$ cat config.mk
export PLATFORM = sky130hd
export DESIGN_NAME = jb_axi_regs_demux
export DESIGN_NICKNAME = d
export VERILOG_FILES = /design/src/rtl/jb_regs_pkg.sv /design/src/rtl/jb_regs_timeout.sv /design/src/rtl/jb_axi_regs_demux.sv
export SDC_FILE = /design/constraint.sdc
export NUM_CORES = 1
export LEC_CHECK = 0
export CAP_MARGIN = 20
export CORE_MARGIN = 1.5
export CORE_UTILIZATION = 35
export DETAILED_ROUTE_END_ITERATION = 10
export GPL_TIMING_DRIVEN = 1
export PLACE_DENSITY = 0.77
export SLEW_MARGIN = 10
export SYNTH_ARGS = -nofsm -noshare
export SYNTH_HDL_FRONTEND = slang
export SYNTH_HIERARCHICAL = 1
export SYNTH_SLANG_ARGS = --single-unit
$ cat constraint.sdc
create_clock -name clk -period 6.5 [get_ports clk]
set_input_delay 1.3 -clock clk [delete_from_list [all_inputs] [get_ports clk]]
set_output_delay 1.3 -clock clk [all_outputs]
set_load 0.01 [all_outputs]
$ cat src/rtl/jb_regs_pkg.sv
// Shared response codes, FSM state type and sizing helper for the AXI4-lite register demux.
package jb_regs_pkg;

    localparam logic [1:0] RESP_OKAY   = 2'b00;
    localparam logic [1:0] RESP_SLVERR = 2'b10;
    localparam logic [1:0] RESP_DECERR = 2'b11;

    typedef enum logic [1:0] {
        ST_IDLE  = 2'd0,
        ST_REQ   = 2'd1,
        ST_BRESP = 2'd2,
        ST_RRESP = 2'd3
    } state_e;

    // Bank-index width; a single bank still gets one index bit so the decode stays uniform.
    function automatic int unsigned idx_w(input int unsigned n);
        return (n > 32'd1) ? unsigned'($clog2(n)) : 32'd1;
    endfunction

endpackage

$ cat src/rtl/jb_regs_timeout.sv
// Loadable down-counter: start arms it, clear disarms it, expire_c flags the last allowed cycle.
module jb_regs_timeout #(
    parameter int unsigned CYCLES = 64
) (
    input  logic clk,
    input  logic arst_n,
    input  logic start,
    input  logic clear,
    output logic expire_c
);

    localparam int unsigned CNT_W = $clog2(CYCLES);

    logic [CNT_W-1:0] cnt_q, cnt_d;
    logic             active_q, active_d;

    // Loaded with CYCLES-1 so zero is reached on the CYCLES-th armed cycle.
    always_comb begin
        cnt_d    = cnt_q;
        active_d = active_q;
        if (start) begin
            cnt_d    = CNT_W'(CYCLES - 1);
            active_d = 1'b1;
        end else if (clear) begin
            active_d = 1'b0;
        end else if (active_q && (cnt_q != '0)) begin
            cnt_d = cnt_q - CNT_W'(1);
        end
    end

    always_ff @(posedge clk or negedge arst_n) begin
        if (!arst_n) begin
            cnt_q    <= '0;
            active_q <= 1'b0;
        end else begin
            cnt_q    <= cnt_d;
            active_q <= active_d;
        end
    end

    assign expire_c = active_q && (cnt_q == '0);

endmodule

$ cat src/rtl/jb_axi_regs_demux.sv
// AXI4-lite slave fanning single outstanding accesses to NUM_BANKS req/ack register banks.
// Optional JB_REGS_DEMUX_STATS_EN adds saturating DECERR / timeout counters.
module jb_axi_regs_demux
    import jb_regs_pkg::*;
#(
    parameter int unsigned AXI_ADDR_WIDTH  = 13,
    parameter int unsigned AXI_DATA_WIDTH  = 32,
    parameter int unsigned NUM_BANKS       = 4,
    parameter int unsigned BANK_ADDR_WIDTH = 8,
    parameter int unsigned TIMEOUT_CYCLES  = 64
) (
    input  logic                                clk,
    input  logic                                arst_n,
    input  logic [AXI_ADDR_WIDTH-1:0]           s_awaddr,
    input  logic                                s_awvalid,
    output logic                                s_awready,
    input  logic [AXI_DATA_WIDTH-1:0]           s_wdata,
    input  logic [AXI_DATA_WIDTH/8-1:0]         s_wstrb,
    input  logic                                s_wvalid,
    output logic                                s_wready,
    output logic [1:0]                          s_bresp,
    output logic                                s_bvalid,
    input  logic                                s_bready,
    input  logic [AXI_ADDR_WIDTH-1:0]           s_araddr,
    input  logic                                s_arvalid,
    output logic                                s_arready,
    output logic [AXI_DATA_WIDTH-1:0]           s_rdata,
    output logic [1:0]                          s_rresp,
    output logic                                s_rvalid,
    input  logic                                s_rready,
    output logic [NUM_BANKS-1:0]                reg_req,
    output logic                                reg_wr,
    output logic [BANK_ADDR_WIDTH-1:0]          reg_addr,
    output logic [AXI_DATA_WIDTH-1:0]           reg_wdata,
    output logic [AXI_DATA_WIDTH/8-1:0]         reg_wstrb,
    input  logic [NUM_BANKS-1:0]                reg_ack,
    input  logic [NUM_BANKS*AXI_DATA_WIDTH-1:0] reg_rdata,
`ifdef JB_REGS_DEMUX_STATS_EN
    output logic [15:0]                         decerr_cnt,
    output logic [15:0]                         timeout_cnt,
`endif
    input  logic [NUM_BANKS-1:0]                reg_err
);

    localparam int unsigned DW        = AXI_DATA_WIDTH;
    localparam int unsigned SW        = AXI_DATA_WIDTH / 8;
    localparam int unsigned IDX_W     = idx_w(NUM_BANKS);
    localparam int unsigned DEC_SHIFT = BANK_ADDR_WIDTH + IDX_W;

    state_e                     state_q, state_d;
    logic                       prio_q, prio_d;
    logic                       awready_q, awready_d, wready_q, wready_d, arready_q, arready_d;
    logic                       bvalid_q, bvalid_d, rvalid_q, rvalid_d;
    logic [1:0]                 bresp_q, bresp_d, rresp_q, rresp_d;
    logic [DW-1:0]              rdata_q, rdata_d;
    logic [NUM_BANKS-1:0]       reg_req_q, reg_req_d;
    logic                       reg_wr_q, reg_wr_d;
    logic [BANK_ADDR_WIDTH-1:0] reg_addr_q, reg_addr_d;
    logic [DW-1:0]              reg_wdata_q, reg_wdata_d;
    logic [SW-1:0]              reg_wstrb_q, reg_wstrb_d;

    logic                       hs_c, dec_err_c, ack_c, err_c, expire_c;
    logic                       wr_cand_c, rd_cand_c, tmo_start_c, tmo_clear_c;
    logic [AXI_ADDR_WIDTH-1:0]  hs_addr_c;
    logic [IDX_W-1:0]           hs_idx_c;
    logic [DW-1:0]              ack_rdata_c;

    // A registered ready is high for the single handshake cycle; decode happens then.
    assign hs_c      = awready_q | arready_q;
    assign hs_addr_c = awready_q ? s_awaddr : s_araddr;
    assign hs_idx_c  = hs_addr_c[BANK_ADDR_WIDTH +: IDX_W];
    assign dec_err_c = ((hs_addr_c >> DEC_SHIFT) != '0) || (32'(hs_idx_c) >= NUM_BANKS);
    assign wr_cand_c = s_awvalid & s_wvalid;
    assign rd_cand_c = s_arvalid;
    assign ack_c     = |(reg_ack & reg_req_q);
    assign err_c     = |(reg_err & reg_req_q);

    always_comb begin
        ack_rdata_c = '0;
        for (int unsigned b = 0; b < NUM_BANKS; b++) begin
            if (reg_req_q[b]) ack_rdata_c |= reg_rdata[b*DW +: DW];
        end
    end

    jb_regs_timeout #(.CYCLES(TIMEOUT_CYCLES)) u_timeout (
        .clk      (clk),
        .arst_n   (arst_n),
        .start    (tmo_start_c),
        .clear    (tmo_clear_c),
        .expire_c (expire_c)
    );

    always_comb begin
        state_d     = state_q;
        prio_d      = prio_q;
        awready_d   = 1'b0;
        wready_d    = 1'b0;
        arready_d   = 1'b0;
        bvalid_d    = bvalid_q;
        bresp_d     = bresp_q;
        rvalid_d    = rvalid_q;
        rresp_d     = rresp_q;
        rdata_d     = rdata_q;
        reg_req_d   = reg_req_q;
        reg_wr_d    = reg_wr_q;
        reg_addr_d  = reg_addr_q;
        reg_wdata_d = reg_wdata_q;
        reg_wstrb_d = reg_wstrb_q;
        tmo_start_c = 1'b0;
        tmo_clear_c = 1'b0;
        case (state_q)
            ST_IDLE: begin
                if (hs_c) begin
                    if (dec_err_c) begin
                        if (awready_q) begin
                            bvalid_d = 1'b1;
                            bresp_d  = RESP_DECERR;
                            state_d  = ST_BRESP;
                        end else begin
                            rvalid_d = 1'b1;
                            rresp_d  = RESP_DECERR;
                            rdata_d  = '0;
                            state_d  = ST_RRESP;
                        end
                    end else begin
                        for (int unsigned b = 0; b < NUM_BANKS; b++) begin
                            reg_req_d[b] = (IDX_W'(b) == hs_idx_c);
                        end
                        reg_wr_d   = awready_q;
                        reg_addr_d = hs_addr_c[BANK_ADDR_WIDTH-1:0];
                        if (awready_q) begin
                            reg_wdata_d = s_wdata;
                            reg_wstrb_d = s_wstrb;
                        end
                        tmo_start_c = 1'b1;
                        state_d     = ST_REQ;
                    end
                end else if (wr_cand_c && (prio_q || !rd_cand_c)) begin
                    awready_d = 1'b1;
                    wready_d  = 1'b1;
                    if (rd_cand_c) prio_d = 1'b0;
                end else if (rd_cand_c) begin
                    arready_d = 1'b1;
                    if (wr_cand_c) prio_d = 1'b1;
                end
            end
            ST_REQ: begin
                // An ack in the expiry cycle wins over the timeout.
                if (ack_c || expire_c) begin
                    reg_req_d   = '0;
                    tmo_clear_c = 1'b1;
                    if (reg_wr_q) begin
                        bvalid_d = 1'b1;
                        bresp_d  = (ack_c && !err_c) ? RESP_OKAY : RESP_SLVERR;
                        state_d  = ST_BRESP;
                    end else begin
                        rvalid_d = 1'b1;
                        rresp_d  = (ack_c && !err_c) ? RESP_OKAY : RESP_SLVERR;
                        rdata_d  = ack_c ? ack_rdata_c : '0;
                        state_d  = ST_RRESP;
                    end
                end
            end
            ST_BRESP: begin
                if (s_bready) begin
                    bvalid_d = 1'b0;
                    state_d  = ST_IDLE;
                end
            end
            ST_RRESP: begin
                if (s_rready) begin
                    rvalid_d = 1'b0;
                    state_d  = ST_IDLE;
                end
            end
            default: state_d = ST_IDLE;
        endcase
    end

    always_ff @(posedge clk or negedge arst_n) begin
        if (!arst_n) begin
            state_q     <= ST_IDLE;
            prio_q      <= 1'b0;
            awready_q   <= 1'b0;
            wready_q    <= 1'b0;
            arready_q   <= 1'b0;
            bvalid_q    <= 1'b0;
            bresp_q     <= '0;
            rvalid_q    <= 1'b0;
            rresp_q     <= '0;
            rdata_q     <= '0;
            reg_req_q   <= '0;
            reg_wr_q    <= 1'b0;
            reg_addr_q  <= '0;
            reg_wdata_q <= '0;
            reg_wstrb_q <= '0;
        end else begin
            state_q     <= state_d;
            prio_q      <= prio_d;
            awready_q   <= awready_d;
            wready_q    <= wready_d;
            arready_q   <= arready_d;
            bvalid_q    <= bvalid_d;
            bresp_q     <= bresp_d;
            rvalid_q    <= rvalid_d;
            rresp_q     <= rresp_d;
            rdata_q     <= rdata_d;
            reg_req_q   <= reg_req_d;
            reg_wr_q    <= reg_wr_d;
            reg_addr_q  <= reg_addr_d;
            reg_wdata_q <= reg_wdata_d;
            reg_wstrb_q <= reg_wstrb_d;
        end
    end

    assign s_awready = awready_q;
    assign s_wready  = wready_q;
    assign s_arready = arready_q;
    assign s_bvalid  = bvalid_q;
    assign s_bresp   = bresp_q;
    assign s_rvalid  = rvalid_q;
    assign s_rresp   = rresp_q;
    assign s_rdata   = rdata_q;
    assign reg_req   = reg_req_q;
    assign reg_wr    = reg_wr_q;
    assign reg_addr  = reg_addr_q;
    assign reg_wdata = reg_wdata_q;
    assign reg_wstrb = reg_wstrb_q;

`ifdef JB_REGS_DEMUX_STATS_EN
    logic [15:0] decerr_cnt_q, decerr_cnt_d, timeout_cnt_q, timeout_cnt_d;

    // Saturating event counters for decode errors and expired accesses.
    always_comb begin
        decerr_cnt_d  = decerr_cnt_q;
        timeout_cnt_d = timeout_cnt_q;
        if ((state_q == ST_IDLE) && hs_c && dec_err_c && (decerr_cnt_q != 16'hFFFF))
            decerr_cnt_d = decerr_cnt_q + 16'd1;
        if ((state_q == ST_REQ) && !ack_c && expire_c && (timeout_cnt_q != 16'hFFFF))
            timeout_cnt_d = timeout_cnt_q + 16'd1;
    end

    always_ff @(posedge clk or negedge arst_n) begin
        if (!arst_n) begin
            decerr_cnt_q  <= '0;
            timeout_cnt_q <= '0;
        end else begin
            decerr_cnt_q  <= decerr_cnt_d;
            timeout_cnt_q <= timeout_cnt_d;
        end
    end

    assign decerr_cnt  = decerr_cnt_q;
    assign timeout_cnt = timeout_cnt_q;
`endif

endmodule

==> impl_metrics.tcl <==
set metrics [dict create \
    slew_viol_final 0 \
    port_buffers 294 \
    rsz0062_at_grt "no" \
    cp.arrival_ns 2.10 \
    cts_buffer_depth 2 \
    gr-total-overflow 0 \
    ys_ff_latch 99 \
    synth_area_um2 5253 \
    placedCellCount 891 \
    final_nets 929 \
    routedWlPerCell_um 19.70 \
    p_int_mw 1.562 \
    max_slew.worst_pin.slew_ns 0.9526 \
    antenna_cells 0 \
    cts_resized 0 \
    hp-class "reg -> reg" \
    finalSetupTns_ns 0 \
    met1_usage 0.2684 \
    start_util 0.3600 \
    post-dp-hpwl_um 13350 \
    synthToLayoutAreaGrowth_pct 64.72 \
    startpoint_type "flop" \
    placed_area_um2 8302 \
    clock.fmax_mhz 294.0 \
    cts-htree-levels 3 \
    final_common_cell "clkdlybuf4s50_1" \
    die_h_um 125.5 \
    synthArstFlopShare 1.000 \
    cp_max_fo 23 \
    vias 4798 \
    max-cap-violations 0 \
    syn-instance-count 438 \
    cts_setup_buffers 0 \
    p_switching_uw 721.3 \
    layout_common_cells "293 x clkdlybuf4s50_1, 99 x dfrtp_1, 68 x a22oi_1, 57 x mux2_2, 36 x a21oi_1" \
    crit_path_top_delay_cell "dfrtp_1" \
    vias_per_cell 5.290 \
    core_um2 14590 \
    finalSetupViolCount 0 \
    ant_nets 0 \
    cts-root-buf "clkbuf_16" \
    ys_warn_count 6 \
    synth_ff_type "dfrtp_1" \
    critPathTopFamily "buffers and inverters" \
    end_kind "primary output" \
    utilization 0.5931 \
    tritoncts "built" \
    cp.required_ns 5.20 \
    drc 0 \
    swShare 0.3159 \
    p_leak_nw 3.569 \
    cts_hold_buf 0 \
    yosys-top-cells-area "dfrtp_1 47%, mux2_2 12%, a22oi_1 9.7%" \
    antenna_found_initial 0 \
    seqPwrFrac 0.342 \
    worstPathCellList "buf_4 -> clkdlybuf4s50_1" \
    grt_pass1_wl_um 28080 \
    vdd_ir_drop_max_uv 239.3 \
    grt.met3_usage 0.06718 \
    multi_input_area_um2 2541 \
    p_clk_frac 0.276 \
    p_per_area_nw_per_um2 263.9 \
    fin_area_um2 8652 \
    synth_edf_count 0 \
    grt.total_usage 0.2243 \
    place.gp.congestion 0.8952 \
    fp-row-count 44 \
    critical_path_buf_inv_count 2 \
    finalHoldViolCount 0 \
    syn_nets 649 \
    die_w_um 125.5 \
    timing.slew.headroom 0.3642 \
    insertion_delay_ns 0.34 \
    synth.largest_area_cell "dfrtp_1" \
    cts_sinks 99 \
    grt_max_degree 74 \
    finClkSkew_ns 0.007870 \
    p_total_mw 2.283 \
    layout-drive-gt1-share 0.1687 \
    seqCellArea_um2 2477 \
    synth_top_area_share 0.4717 \
    finalCritPeriodShare 0.5233 \
    first_iter_violations 185 \
    slowest_delay_ns 0.75 \
    grt_pass1_vias 5090 \
    routed_wl_um 17870 \
    grt_busiest_layer "met2" \
    io_pins 295 \
    cts_inserted_buffers 9 \
    dr.pass1.iters 4 \
    synth.distinct_cells 54 \
    die_area_um2 15750 \
    path_class "reg -> out" \
    clk_pin_slew_worst_paths_ns 0.07 \
    grt_util_met2 0.3833 \
    power.share.combinational 0.382 \
    num-fill-cells 1187 \
    stdcell_count 907 \
    seq_area_frac_synth 0.4717 \
    outcome "completed" \
    period_minus_slack_ns 3.402 \
    syn_avg_cell_area_um2 11.99 \
]
## state kept, by name, summed over array words and instances (netlist names), 2 cells and up
name / cells
reg_wstrb: 4
reg_req: 4
reg_addr: 8
s_bresp: 2
s_rresp: 2
s_rdata: 32
state_q: 2
reg_wdata: 32
u_timeout/cnt_q: 6
## through the flow
stage | setup WS (ns) | hold slack (ns)
after global placement | 2.888 | 0.4837
final | 3.098 | 0.4901
after CTS | 3.084 | 0.4937
after global routing | 2.923 | 0.5040
after detailed placement | 2.783 | 0.4729
after floorplan | 3.679 | 0.4668
## power by group through the flow
stage | Clock [mW] | Combinational, mW | Sequential [mW]
3_5_place_dp | 0 | 0.876 | 0.791
6_report | 0.630 | 0.873 | 0.780
4_1_cts | 0.646 | 0.881 | 0.781
3_3_place_gp | 0 | 0.850 | 0.785
2_1_floorplan | 0 | 0.505 | 0.805
5_1_grt | 0.675 | 0.939 | 0.793
## final timing paths
| check | from | endpoint | slack (ns) | depth (start not counted) |
|---|---|---|---|---|
| setup / recovery | reg_req[0]$_DFFE_PN0P_ | reg_req[0] | 3.10 | 2 |
| hold / removal | s_bvalid$_DFFE_PN0P_ | s_bvalid$_DFFE_PN0P_ | 0.49 | 1 |
| max in group asynchronous | arst_n | s_rdata[30]$_DFFE_PN0P_ | 4.35 | 2 |
| setup reg to reg | state_q[0]$_DFFE_PN0P_ | reg_wdata[16]$_DFFE_PN0P_ | 3.71 | 4 |
| hold reg to reg | s_bvalid$_DFFE_PN0P_ | s_bvalid$_DFFE_PN0P_ | 0.49 | 1 |
| min in group asynchronous | arst_n | s_rdata[0]$_DFFE_PN0P_ | 0.87 | 1 |
## synthesized netlist by cell type, drive strengths merged (3+ instances only)
master	number
a211o	3
o32ai	4
inv	16
dfrtp	99
nor2b	4
a22o	3
and2	3
nor2	11
buf	19
a22oi	68
mux2	87
nand2	4
nand3	5
nand4	3
ha	6
a21oi	37
nand3b	4
clkbuf	13
mux2i	3
nor3	6
o21ai	6
## routing by layer
layer | part of all wire | routed length, um | vias up
met2 | 0.49 | 8731 | 227
met5 | 0 | 0 | -
met4 | 0.024 | 420 | 0
li1 | - | - | 2225
met3 | 0.083 | 1490 | 28
met1 | 0.40 | 7228 | 2318
## kinds of logic after synthesis
logic type	count (synthesis)	synth area share
AOI/OAI and AO/OA	141	0.1922
xor gates and xnor gates	1	0.001668
adders and majority gates	6	0.01429
buffers and inverters	48	0.04526
DFF	99	0.4717
muxes	90	0.2137
and+or+nand+nor	53	0.06122
## cell type report
cell class,count,share of cell area
Clock inverter,6,0.01287
Sequential cell,99,0.2863
Timing Repair Buffer,301,0.3459
Tap cell,184,0.02661
Clock buffer,10,0.02762
Multi-Input combinational cell,291,0.2937
Inverter,16,0.006941
(Power assumes the default switching activity.)
